## src/rtl/camera_wr_arbiter_pkg.sv

```systemverilog
// Shared types and defaults for the camera write-port arbiter.
// The optional watchdog is enabled by defining CAMERA_ARB_WATCHDOG_EN.
package camera_arb_pkg;

  localparam int DEF_NUM_CAM   = 3;
  localparam int DEF_ADDR_W    = 29;
  localparam int DEF_DATA_W    = 128;
  localparam int DEF_COUNT_W   = 9;
  localparam int DEF_BURST_LEN = 8;
  localparam int DEF_TIMEOUT   = 1024;
  localparam int MAX_CAM       = 8;
  localparam int IDX_W         = 3;

  typedef enum logic [1:0] {
    IDLE = 2'd0,
    CMD  = 2'd1,
    DATA = 2'd2
  } arb_state_e;

  // OR-reduction encoder; the caller guarantees at most one bit is set.
  function automatic logic [IDX_W-1:0] onehot_to_idx(input logic [MAX_CAM-1:0] onehot);
    logic [IDX_W-1:0] idx;
    idx = '0;
    for (int i = 0; i < MAX_CAM; i++) begin
      if (onehot[i]) idx = idx | IDX_W'(i);
    end
    return idx;
  endfunction

endpackage

```

## src/rtl/camera_wr_arbiter_if.sv

```systemverilog
// Camera-side and memory-side write handshake bundle for the arbiter.
// master = arbiter view, slave = cameras plus memory controller view.
interface camera_wr_arbiter_if
  import camera_arb_pkg::*;
#(
  parameter int NUM_CAM = DEF_NUM_CAM,
  parameter int ADDR_W  = DEF_ADDR_W,
  parameter int DATA_W  = DEF_DATA_W,
  parameter int COUNT_W = DEF_COUNT_W
) ();

  logic [NUM_CAM-1:0]         cam_wr_req;
  logic [NUM_CAM*ADDR_W-1:0]  cam_wr_addr;
  logic [NUM_CAM*DATA_W-1:0]  cam_wdf_data;
  logic [NUM_CAM*COUNT_W-1:0] cam_fifo_count;
  logic [NUM_CAM-1:0]         cam_wr_ack;
  logic [NUM_CAM-1:0]         cam_wdata_rd_en;
  logic                       mem_wr_req;
  logic [ADDR_W-1:0]          mem_wr_addr;
  logic                       mem_wr_ack;
  logic                       mem_wdata_rd_en;
  logic [DATA_W-1:0]          mem_wdf_data;

  modport master (
    input  cam_wr_req, cam_wr_addr, cam_wdf_data, cam_fifo_count,
    input  mem_wr_ack, mem_wdata_rd_en,
    output cam_wr_ack, cam_wdata_rd_en,
    output mem_wr_req, mem_wr_addr, mem_wdf_data
  );

  modport slave (
    output cam_wr_req, cam_wr_addr, cam_wdf_data, cam_fifo_count,
    output mem_wr_ack, mem_wdata_rd_en,
    input  cam_wr_ack, cam_wdata_rd_en,
    input  mem_wr_req, mem_wr_addr, mem_wdf_data
  );

endinterface

```

## src/rtl/camera_wr_arbiter_rr_pick.sv

```systemverilog
// Combinational round-robin selector: first eligible requester at or
// after ptr, wrapping to the lowest index when none lies above it.
module rr_pick #(
  parameter int NUM_CAM = 3,
  parameter int PTR_W   = 2
) (
  input  logic [NUM_CAM-1:0] eligible,
  input  logic [PTR_W-1:0]   ptr,
  output logic [NUM_CAM-1:0] pick
);

  logic [NUM_CAM-1:0] w_upper;
  logic [NUM_CAM-1:0] w_src;

  genvar gi;
  generate
    for (gi = 0; gi < NUM_CAM; gi++) begin : g_upper
      assign w_upper[gi] = eligible[gi] && (PTR_W'(gi) >= ptr);
    end
  endgenerate

  // Isolate the lowest set bit of the chosen half.
  assign w_src = (|w_upper) ? w_upper : eligible;
  assign pick  = w_src & (~w_src + NUM_CAM'(1));

endmodule

```

## src/rtl/camera_wr_arbiter.sv

```systemverilog
// Round-robin arbiter sharing one memory write command/data port among cameras.
// Define CAMERA_ARB_WATCHDOG_EN to abort bursts stalled for TIMEOUT cycles.
module camera_wr_arbiter
  import camera_arb_pkg::*;
#(
  parameter int NUM_CAM   = DEF_NUM_CAM,
  parameter int ADDR_W    = DEF_ADDR_W,
  parameter int DATA_W    = DEF_DATA_W,
  parameter int COUNT_W   = DEF_COUNT_W,
  parameter int BURST_LEN = DEF_BURST_LEN,
  parameter int TIMEOUT   = DEF_TIMEOUT
) (
  input  logic                mem_clk,
  input  logic                mem_reset_n,
  camera_wr_arbiter_if.master wr_if,
  output logic [COUNT_W-1:0]  fifo_rd_data_count,
  output logic [NUM_CAM-1:0]  grant,
  output logic                busy,
  output logic                proto_err
);

  localparam int PTR_W  = (NUM_CAM > 1) ? $clog2(NUM_CAM) : 1;
  localparam int BEAT_W = $clog2(BURST_LEN + 1);

  arb_state_e         r_state, w_state_next;
  logic [NUM_CAM-1:0] r_grant, w_grant_next;
  logic [NUM_CAM-1:0] w_eligible, w_pick;
  logic [NUM_CAM-1:0] w_cam_ack, w_cam_rd_en;
  logic [PTR_W-1:0]   r_ptr, w_ptr_next, w_g_idx, w_ptr_after;
  logic [BEAT_W-1:0]  r_beat, w_beat_next;
  logic [ADDR_W-1:0]  r_addr, w_addr_next, w_pick_addr;
  logic               r_proto_err, w_err_next;
  logic               w_mem_req;
  logic [DATA_W-1:0]  w_wdf_data;
  logic [COUNT_W-1:0] w_count;

`ifdef CAMERA_ARB_WATCHDOG_EN
  localparam int WD_W = $clog2(TIMEOUT + 1);
  logic [WD_W-1:0] r_wd, w_wd_next;
`else
  // TIMEOUT only matters with the watchdog; keep its range visible here.
  if (TIMEOUT < 1) begin : g_timeout_range
  end
`endif

  genvar gi;
  generate
    for (gi = 0; gi < NUM_CAM; gi++) begin : g_elig
      assign w_eligible[gi] = wr_if.cam_wr_req[gi] &&
        (wr_if.cam_fifo_count[gi*COUNT_W +: COUNT_W] >= COUNT_W'(BURST_LEN));
    end
  endgenerate

  rr_pick #(.NUM_CAM(NUM_CAM), .PTR_W(PTR_W)) u_rr_pick (
    .eligible (w_eligible),
    .ptr      (r_ptr),
    .pick     (w_pick)
  );

  always_comb begin
    w_pick_addr = '0;
    w_wdf_data  = '0;
    w_count     = '0;
    for (int k = 0; k < NUM_CAM; k++) begin
      if (w_pick[k]) w_pick_addr = w_pick_addr | wr_if.cam_wr_addr[k*ADDR_W +: ADDR_W];
      if (r_grant[k]) begin
        w_wdf_data = w_wdf_data | wr_if.cam_wdf_data[k*DATA_W +: DATA_W];
        w_count    = w_count | wr_if.cam_fifo_count[k*COUNT_W +: COUNT_W];
      end
    end
  end

  assign w_g_idx     = PTR_W'(onehot_to_idx(MAX_CAM'(r_grant)));
  assign w_ptr_after = (w_g_idx == PTR_W'(NUM_CAM - 1)) ? '0 : w_g_idx + 1'b1;

  always_comb begin
    w_state_next = r_state;
    w_grant_next = r_grant;
    w_ptr_next   = r_ptr;
    w_beat_next  = r_beat;
    w_addr_next  = r_addr;
    w_err_next   = r_proto_err;
    w_cam_ack    = '0;
    w_cam_rd_en  = '0;
    w_mem_req    = 1'b0;
    case (r_state)
      IDLE: begin
        if (wr_if.mem_wdata_rd_en || wr_if.mem_wr_ack) w_err_next = 1'b1;
        if (|w_eligible) begin
          w_grant_next = w_pick;
          w_addr_next  = w_pick_addr;
          w_state_next = CMD;
        end
      end
      CMD: begin
        w_mem_req = 1'b1;
        if (wr_if.mem_wdata_rd_en) w_err_next = 1'b1;
        if (wr_if.mem_wr_ack) begin
          w_cam_ack    = r_grant;
          w_beat_next  = '0;
          w_state_next = DATA;
        end
      end
      DATA: begin
        if (wr_if.mem_wr_ack) w_err_next = 1'b1;
        if (wr_if.mem_wdata_rd_en) begin
          w_cam_rd_en = r_grant;
          if (r_beat == BEAT_W'(BURST_LEN - 1)) begin
            w_beat_next  = '0;
            w_grant_next = '0;
            w_ptr_next   = w_ptr_after;
            w_state_next = IDLE;
          end else begin
            w_beat_next = r_beat + 1'b1;
          end
        end
      end
      default: w_state_next = IDLE;
    endcase
`ifdef CAMERA_ARB_WATCHDOG_EN
    w_wd_next = '0;
    if (r_state != IDLE && !wr_if.mem_wr_ack && !wr_if.mem_wdata_rd_en) begin
      if (r_wd == WD_W'(TIMEOUT - 1)) begin
        w_err_next   = 1'b1;
        w_state_next = IDLE;
        w_grant_next = '0;
        w_beat_next  = '0;
        w_ptr_next   = w_ptr_after;
      end else begin
        w_wd_next = r_wd + 1'b1;
      end
    end
`endif
  end

  always_ff @(posedge mem_clk) begin
    if (!mem_reset_n) begin
      r_state     <= IDLE;
      r_grant     <= '0;
      r_ptr       <= '0;
      r_beat      <= '0;
      r_addr      <= '0;
      r_proto_err <= 1'b0;
`ifdef CAMERA_ARB_WATCHDOG_EN
      r_wd        <= '0;
`endif
    end else begin
      r_state     <= w_state_next;
      r_grant     <= w_grant_next;
      r_ptr       <= w_ptr_next;
      r_beat      <= w_beat_next;
      r_addr      <= w_addr_next;
      r_proto_err <= w_err_next;
`ifdef CAMERA_ARB_WATCHDOG_EN
      r_wd        <= w_wd_next;
`endif
    end
  end

  assign wr_if.cam_wr_ack      = w_cam_ack;
  assign wr_if.cam_wdata_rd_en = w_cam_rd_en;
  assign wr_if.mem_wr_req      = w_mem_req;
  assign wr_if.mem_wr_addr     = r_addr;
  assign wr_if.mem_wdf_data    = w_wdf_data;
  assign fifo_rd_data_count    = w_count;
  assign grant                 = r_grant;
  assign busy                  = (r_state != IDLE);
  assign proto_err             = r_proto_err;

endmodule
```

## src/flat_wrapper.sv

```systemverilog
// flat-port wrapper written by rule: the top's interface ports become plain ports
module camera_wr_arbiter_flat import camera_arb_pkg::*;
#(
  parameter int NUM_CAM   = DEF_NUM_CAM,
  parameter int ADDR_W    = DEF_ADDR_W,
  parameter int DATA_W    = DEF_DATA_W,
  parameter int COUNT_W   = DEF_COUNT_W,
  parameter int BURST_LEN = DEF_BURST_LEN,
  parameter int TIMEOUT   = DEF_TIMEOUT
)
  (mem_clk, mem_reset_n, fifo_rd_data_count, grant, busy, proto_err, wr_if_cam_wr_req, wr_if_cam_wr_addr, wr_if_cam_wdf_data, wr_if_cam_fifo_count, wr_if_mem_wr_ack, wr_if_mem_wdata_rd_en, wr_if_cam_wr_ack, wr_if_cam_wdata_rd_en, wr_if_mem_wr_req, wr_if_mem_wr_addr, wr_if_mem_wdf_data);
  camera_wr_arbiter_if #(.NUM_CAM(NUM_CAM), .ADDR_W(ADDR_W), .DATA_W(DATA_W), .COUNT_W(COUNT_W)) wr_if_i ();
  input  logic mem_clk;
  input  logic mem_reset_n;
  output logic [COUNT_W-1:0] fifo_rd_data_count;
  output logic [NUM_CAM-1:0] grant;
  output logic busy;
  output logic proto_err;
  input wire logic [$bits(wr_if_i.cam_wr_req)-1:0] wr_if_cam_wr_req;
  input wire logic [$bits(wr_if_i.cam_wr_addr)-1:0] wr_if_cam_wr_addr;
  input wire logic [$bits(wr_if_i.cam_wdf_data)-1:0] wr_if_cam_wdf_data;
  input wire logic [$bits(wr_if_i.cam_fifo_count)-1:0] wr_if_cam_fifo_count;
  input wire logic [$bits(wr_if_i.mem_wr_ack)-1:0] wr_if_mem_wr_ack;
  input wire logic [$bits(wr_if_i.mem_wdata_rd_en)-1:0] wr_if_mem_wdata_rd_en;
  output wire logic [$bits(wr_if_i.cam_wr_ack)-1:0] wr_if_cam_wr_ack;
  output wire logic [$bits(wr_if_i.cam_wdata_rd_en)-1:0] wr_if_cam_wdata_rd_en;
  output wire logic [$bits(wr_if_i.mem_wr_req)-1:0] wr_if_mem_wr_req;
  output wire logic [$bits(wr_if_i.mem_wr_addr)-1:0] wr_if_mem_wr_addr;
  output wire logic [$bits(wr_if_i.mem_wdf_data)-1:0] wr_if_mem_wdf_data;
  assign wr_if_i.cam_wr_req = wr_if_cam_wr_req;
  assign wr_if_i.cam_wr_addr = wr_if_cam_wr_addr;
  assign wr_if_i.cam_wdf_data = wr_if_cam_wdf_data;
  assign wr_if_i.cam_fifo_count = wr_if_cam_fifo_count;
  assign wr_if_i.mem_wr_ack = wr_if_mem_wr_ack;
  assign wr_if_i.mem_wdata_rd_en = wr_if_mem_wdata_rd_en;
  assign wr_if_cam_wr_ack = wr_if_i.cam_wr_ack;
  assign wr_if_cam_wdata_rd_en = wr_if_i.cam_wdata_rd_en;
  assign wr_if_mem_wr_req = wr_if_i.mem_wr_req;
  assign wr_if_mem_wr_addr = wr_if_i.mem_wr_addr;
  assign wr_if_mem_wdf_data = wr_if_i.mem_wdf_data;
  camera_wr_arbiter #(.NUM_CAM(NUM_CAM), .ADDR_W(ADDR_W), .DATA_W(DATA_W), .COUNT_W(COUNT_W), .BURST_LEN(BURST_LEN), .TIMEOUT(TIMEOUT)) u_core (.mem_clk(mem_clk), .mem_reset_n(mem_reset_n), .wr_if(wr_if_i), .fifo_rd_data_count(fifo_rd_data_count), .grant(grant), .busy(busy), .proto_err(proto_err));
endmodule
```

## config.mk

```make
export PLATFORM = sky130hd
export DESIGN_NAME = camera_wr_arbiter_flat
export DESIGN_NICKNAME = d
export VERILOG_FILES = /design/src/rtl/camera_wr_arbiter_pkg.sv /design/src/rtl/camera_wr_arbiter_if.sv /design/src/rtl/camera_wr_arbiter_rr_pick.sv /design/src/rtl/camera_wr_arbiter.sv /design/src/flat_wrapper.sv
export SDC_FILE = /design/constraint.sdc
export NUM_CORES = 1
export LEC_CHECK = 0
export ABC_CLOCK_PERIOD_IN_PS = 2600
export CORE_AREA = 10 10 259 261
export CTS_CLUSTER_SIZE = 16
export DETAILED_ROUTE_END_ITERATION = 8
export DIE_AREA = 0 0 269 271
export PLACE_DENSITY_LB_ADDON = 0.08
export SLEW_MARGIN = 20
export SYNTH_ARGS = -nofsm -noshare
export SYNTH_HDL_FRONTEND = slang
export SYNTH_SLANG_ARGS = --single-unit
```

## constraint.sdc

```tcl
create_clock -name mem_clk -period 2.6 [get_ports mem_clk]
set_input_delay 0.78 -clock mem_clk [delete_from_list [all_inputs] [get_ports mem_clk]]
set_output_delay 0.78 -clock mem_clk [all_outputs]
set_load 0.01 [all_outputs]
```

Word level (Yosys, flattened, before mapping)
Cells that the tools add are included.
{ "totals": {"ff_bits": 41, "inputBits": 505, "out_inout_bits": 178, "elab_cells": 89} }
{ "op_classes": {"add_sub_neg": 3, "magnitude_cmp": 6, "eq_ne": 11, "n_mux": 35, "bitwise": 8, "n_reduce_logical": 20} }
{ "op_table": {"columns": ["operator", "count"], "rows": [
  ["$mux 128", 3],
  ["$or 128x128->128", 2],
  ["$mux 29", 3],
  ["$or 29x29->29", 2],
  ["$ge 9x4->1 const B", 3],
  ["$mux 9", 3],
  ["$mux 3", 8],
  ["$or 9x9->9", 2],
  ["$mux 2", 6],
  ["$mux 4", 3],
  ["$reduce_and 4->1", 3],
  ["$ne 2x2->1 const B", 4],
  ["$pmux 4 s2", 1],
  ["$logic_and 1x1->1", 6],
  ["$ne 2x1->1 const B", 3],
  ["$pmux 2 s3", 1],
  ["$pmux 3 s2", 1],
  ["$reduce_and 3->1", 2],
  ["$reduce_bool 2->1", 3],
  ["$reduce_or 3->1", 2],
  ["$mux 1", 5],
  ["$add 4x1->4 const B", 1],
  ["$eq 2x2->1 const B", 2],
  ["$eq 4x3->1 const B", 1],
  ["12 further kinds", 13]
]} }

Logic depth before layout (Yosys ltp)
{ "depth": {"depth_word": 13, "mapped_depth": 7, "ltp_nobuf": 6} }

Modules after synthesis
From an unflattened synthesis, not the netlist that was laid out.
{ "hier_totals": {"cells_unflattened": 545, "hier_area_um2": 4136.5} }
{ "by_module_without_submodules": {"columns": ["module", "n_inst", "cells_each", "area_each_um2", "seq_area_each_um2"], "rows": [
  ["camera_wr_arbiter", 1, 534, 4067.7, 820.8],
  ["rr_pick", 1, 11, 68.8, 0.0]
]} }

Least setup slack after synthesis
No wires, ideal clock.
{ "synth_timing": {"path_type": "register to output", "from": "register u_core.r_grant[1] (netlist: u_core.grant[1])", "to": "output port wr_if_mem_wdf_data[119]", "t_arrival_ns": 1.354, "required_ns": 1.820, "slack_ns": 0.466, "stages_incl_launch_ff": 6, "n_path_buf": 3, "path_cell_list": "dfxtp_1 clkbuf_1 clkbuf_1 clkbuf_1 a222oi_1 inv_1"} }
{ "synth_via": {"elab_chain_len": 3} }
{ "synth_lines": {"columns": ["element", "line", "source"], "rows": [
  ["start: declaration", "camera_wr_arbiter.sv:26", "logic [NUM_CAM-1:0] r_grant, w_grant_next;"],
  ["start signal: assignment", "camera_wr_arbiter.sv:149", "r_grant <= w_grant_next;"],
  ["$mux 128 *", "camera_wr_arbiter.sv:66", "if (r_grant[k]) begin"],
  ["$or 128x128->128", "camera_wr_arbiter.sv:67", "w_wdf_data = w_wdf_data | wr_if.cam_wdf_data[k*DATA_W +: DATA_W];"],
  ["$mux 128 *", "camera_wr_arbiter.sv:66", null],
  ["end: declaration", "flat_wrapper.sv:29", "output wire logic [$bits(wr_if_i.mem_wdf_data)-1:0] wr_if_mem_wdf_data;"]
]} }
Every way passes the cells marked *; elsewhere a longest branch is shown, timed or not.

Worst setup path after layout
{ "layout_timing": {"from": "input port wr_if_cam_wdf_data[250]", "to": "output port wr_if_mem_wdf_data[122]"} }
{ "layout_via": {"elab_chain_len": 4} }
{ "layout_lines": {"columns": ["element", "line", "source"], "rows": [
  ["start: declaration", "flat_wrapper.sv:21", "input wire logic [$bits(wr_if_i.cam_wdf_data)-1:0] wr_if_cam_wdf_data;"],
  ["$or 128x128->128 *", "camera_wr_arbiter.sv:67", null],
  ["$mux 128 *", "camera_wr_arbiter.sv:66", null],
  ["$or 128x128->128", "camera_wr_arbiter.sv:67", null],
  ["$mux 128 *", "camera_wr_arbiter.sv:66", null]
]} }
Marks and branches as above.

==> impl_metrics.csv <==
group,metric,value,unit
logic_synthesis,netlist_area,4310,um2
route,avgViaCountPerCell,3.88,
floorplan,die_h,271,um
global_routing,grt_pass1_wl,80.0,mm
logic_synthesis,synth_top_area_share,31.8,%
route,wire_per_inst,28.0,um
floorplan,fp.dieW,269,um
sta,fin_ws,-0.293,ns
critical_path,cp_max_fo,1,
clock_tree,cts_hold_buffers,0,
logic_synthesis,postSynthAreaPerCell,7.17,um2
logic_synthesis,yosysSeqAreaShare,19.0,%
hold_path,hold-path-cell-count,2,
sta,setup_viol,38,
logic_synthesis,synth_nets,1108,
sta,maxSlewHeadroom,43.0,%
sta,finalSetupTns,-3.00,ns
final_layout,fin_nets,1872,
logic_synthesis,yosys.area.top_type,"a222oi_1",
logic_synthesis,synthArstFlopShare,0,%
outcome,violations,"setup timing",
critical_path,worst_setup_path_end_kind,"primary output",
clock_tree,htree_levels,2,
final_layout,n_fill_cell,6889,
hold_path,hold_path.class,"reg -> reg",
logic_synthesis,yosysUniqueCellTypes,44,
critical_path,cpPeakStageDelay,0.71,ns
final_layout,mostFrequentLayoutCells,"387 x clkdlybuf4s50_1, 137 x a222oi_1, 120 x inv_1, 103 x dlygate4sd2_1, 92 x buf_6",
final_layout,area_delta_synth_final,211,%
logic_synthesis,yosys_warnings,0,
sta,slew_viol_final,0,
final_layout,register_area,832,um2
floorplan,start_util,7.00,%
critical_path,crit_arrival,2.11,ns
logic_synthesis,synth-edff-count,0,
critical_path,start_kind,"primary input",
route,drc_errors,0,
critical_path,required,1.82,ns
floorplan,pin_count,683,
route,drtIter0Drc,958,
critical_path,path_depth,5,
logic_synthesis,ys.flop_type,"dfxtp_1",
place,place_ws,-0.859,ns
clock_tree,cts_buffers,5,
clock_tree,cts_tree,"done",
power,powerDensity,312,nW/um2
logic_synthesis,netlist_instances,602,
floorplan,std_cell_rows,91,
critical_path,path_cells,"dlygate4sd2_1 > a222oi_1 > buf_4 > inv_2 > buf_6",
global_routing,antenna_found_initial,40,
place,numPortBuffers,682,
route,wl,62.2,mm
critical_path,worst-r2r-cell-count,7,
global_routing,grt_pass1_vias,8843,
critical_path,cp_top_family,"compound AO/OA/AOI/OAI gates",
clock_tree,cts.sinks,41,
critical_path,cp-startpoint,"wr_if_cam_wdf_data[250]",
final_layout,layout_commonest_cell,"clkdlybuf4s50_1",
clock_tree,clkTransAtPathRegs,0.07,ns
job,maxCapViolCount,0,
sta,rsz0062_at_grt,"true",
power,vdd_drop_max,0.237,mV
critical_path,reg2reg_slack,0.82,ns
sta,fmax,346,MHz
floorplan,dieArea,72900,um2
floorplan,core_area,61600,um2
global_routing,grt_overflow,0,
critical_path,r2r-start,"u_core.r_ptr[0]",
critical_path,crit_buf_inv,4,
hold_path,hold_start,"u_core.wr_if.mem_wr_addr[16]",
route,dr.pass1.iters,6,
sta,worstMarginPinSlew,0.854,ns
clock_tree,root_buffer,"clkbuf_16",
sta,period_needed,2.89,ns
power,leakage,6.47,nW
route,num_vias,8634,
sta,skew,0.00608,ns
logic_synthesis,yosys-top-cells-area,"a222oi_1 32%, dfxtp_1 19%, inv_1 13%, clkbuf_1 4.9%, nand3_1 4.8%",
logic_synthesis,ys_seq_elements,41,
outcome,status,"finished, violations left",
sta,period_share,111,%
place,dpl.hpwl,51.5,mm
global_routing,grt_max_degree,48,
global_routing,grt_usage,15.7,%
critical_path,crit_type,"in -> out",
final_layout,multi_input_area,2720,um2
critical_path,crit_slowest_cell,"a222oi_1",
clock_tree,clk_latency,0.30,ns
clock_tree,cts_buffer_depth,2,
route,ant_nets,0,
sta,finalHoldViolCount,0,
place,gp_congestion,0.890,
final_layout,drive_gt1_share,24.9,%
## cells in the mapped netlist (all sizes together) (2+ instances only)
master / instances
nor3: 2
buf: 16
and3: 5
a21oi: 24
and3b: 3
nand2: 9
nor2: 16
nor4: 5
a21boi: 4
inv: 144
nand4: 29
a22oi: 2
nand3: 41
a222oi: 137
dfxtp: 41
clkbuf: 56
a221oi: 20
o21ai: 24
and2: 6
## path summary, 6_finish.rpt
check | end
max | wr_if_mem_wdf_data[122]
min | u_core.wr_if.mem_wr_addr[16]
max reg2reg | u_core.wr_if.mem_wr_addr[3]
min reg2reg | u_core.wr_if.mem_wr_addr[16]
## final cells by class
class	count	area share [%]
Antenna cell	20	0.373
Clock inverter	2	0.121
Multi-Input combinational cell	344	20.2
Clock buffer	6	1.12
Timing Repair Buffer	829	60.1
Tap cell	837	7.79
Inverter	145	4.05
Sequential cell	41	6.19
## registers in the layout, indices dropped and copies added (netlist names)
signal / flops
u_core.r_state: 2
u_core.wr_if.mem_wr_addr: 29
u_core.grant: 3
u_core.proto_err: 1
u_core.r_beat: 4
u_core.r_ptr: 2
## tightest hold or removal path, stage by stage, from the launching register on
cell	delay [ns]
dfxtp_1	0.32
nand3_1	0.07
nand4_1	0.09
## logic make-up (layout without fill, tap and decap cells)
kind of cell / after synthesis / count (layout) / synth area share (%)
buf+inv: 217 / 982 / 19.5
other cells: 0 / 20 / 0
fa+ha+maj: 1 / 1 / 0.290
mux: 1 / 1 / 0.232
xor+xnor: 2 / 2 / 0.406
flops: 41 / 41 / 19.0
compound gates: 219 / 219 / 44.3
simple gates: 121 / 121 / 16.2
## layer usage
| metal | vias to the layer above | track usage (%) | wire length, um |
|---|---|---|---|
| met3 | 64 | 6.23 | 6410 |
| met2 | 424 | 28.6 | 31800 |
| met1 | 4156 | 17.1 | 23000 |
| li1 | 3962 | - | - |
| met4 | 28 | 2.26 | 739 |
| met5 | - | 0 | 172 |
## power breakdown
group | internal, mW | switching [mW] | total, mW
clock | 0.417 | 0.310 | 0.727
sequential | 0.691 | 0.0451 | 0.736
combinational | 1.55 | 1.18 | 2.73
total | 2.66 | 1.54 | 4.19
## stage by stage
step                      std cells  utilization (%)  instance area (um2)  total power, mW  hold WS [ns]
after CTS                      2188             21.4                13200             4.27         0.508
after detailed placement       2150             20.9                12900             3.47         0.491
after global routing           2217             21.8                13400             4.44         0.527
final                          2224             21.8                13400             4.19         0.503
after global placement         2150             20.9                12900             3.49         0.492
after floorplan                 602                -                 4310             1.47         0.492
## timing repair
item,CTS,global route
hold endpoints to repair,0,0
pin swaps,107,109
gates resized for setup,736,146
cloned,6,1
setup buffers,28,23
endpoints found under the setup margin,176,140
Note: power is estimated with default switching activity, not from simulation.
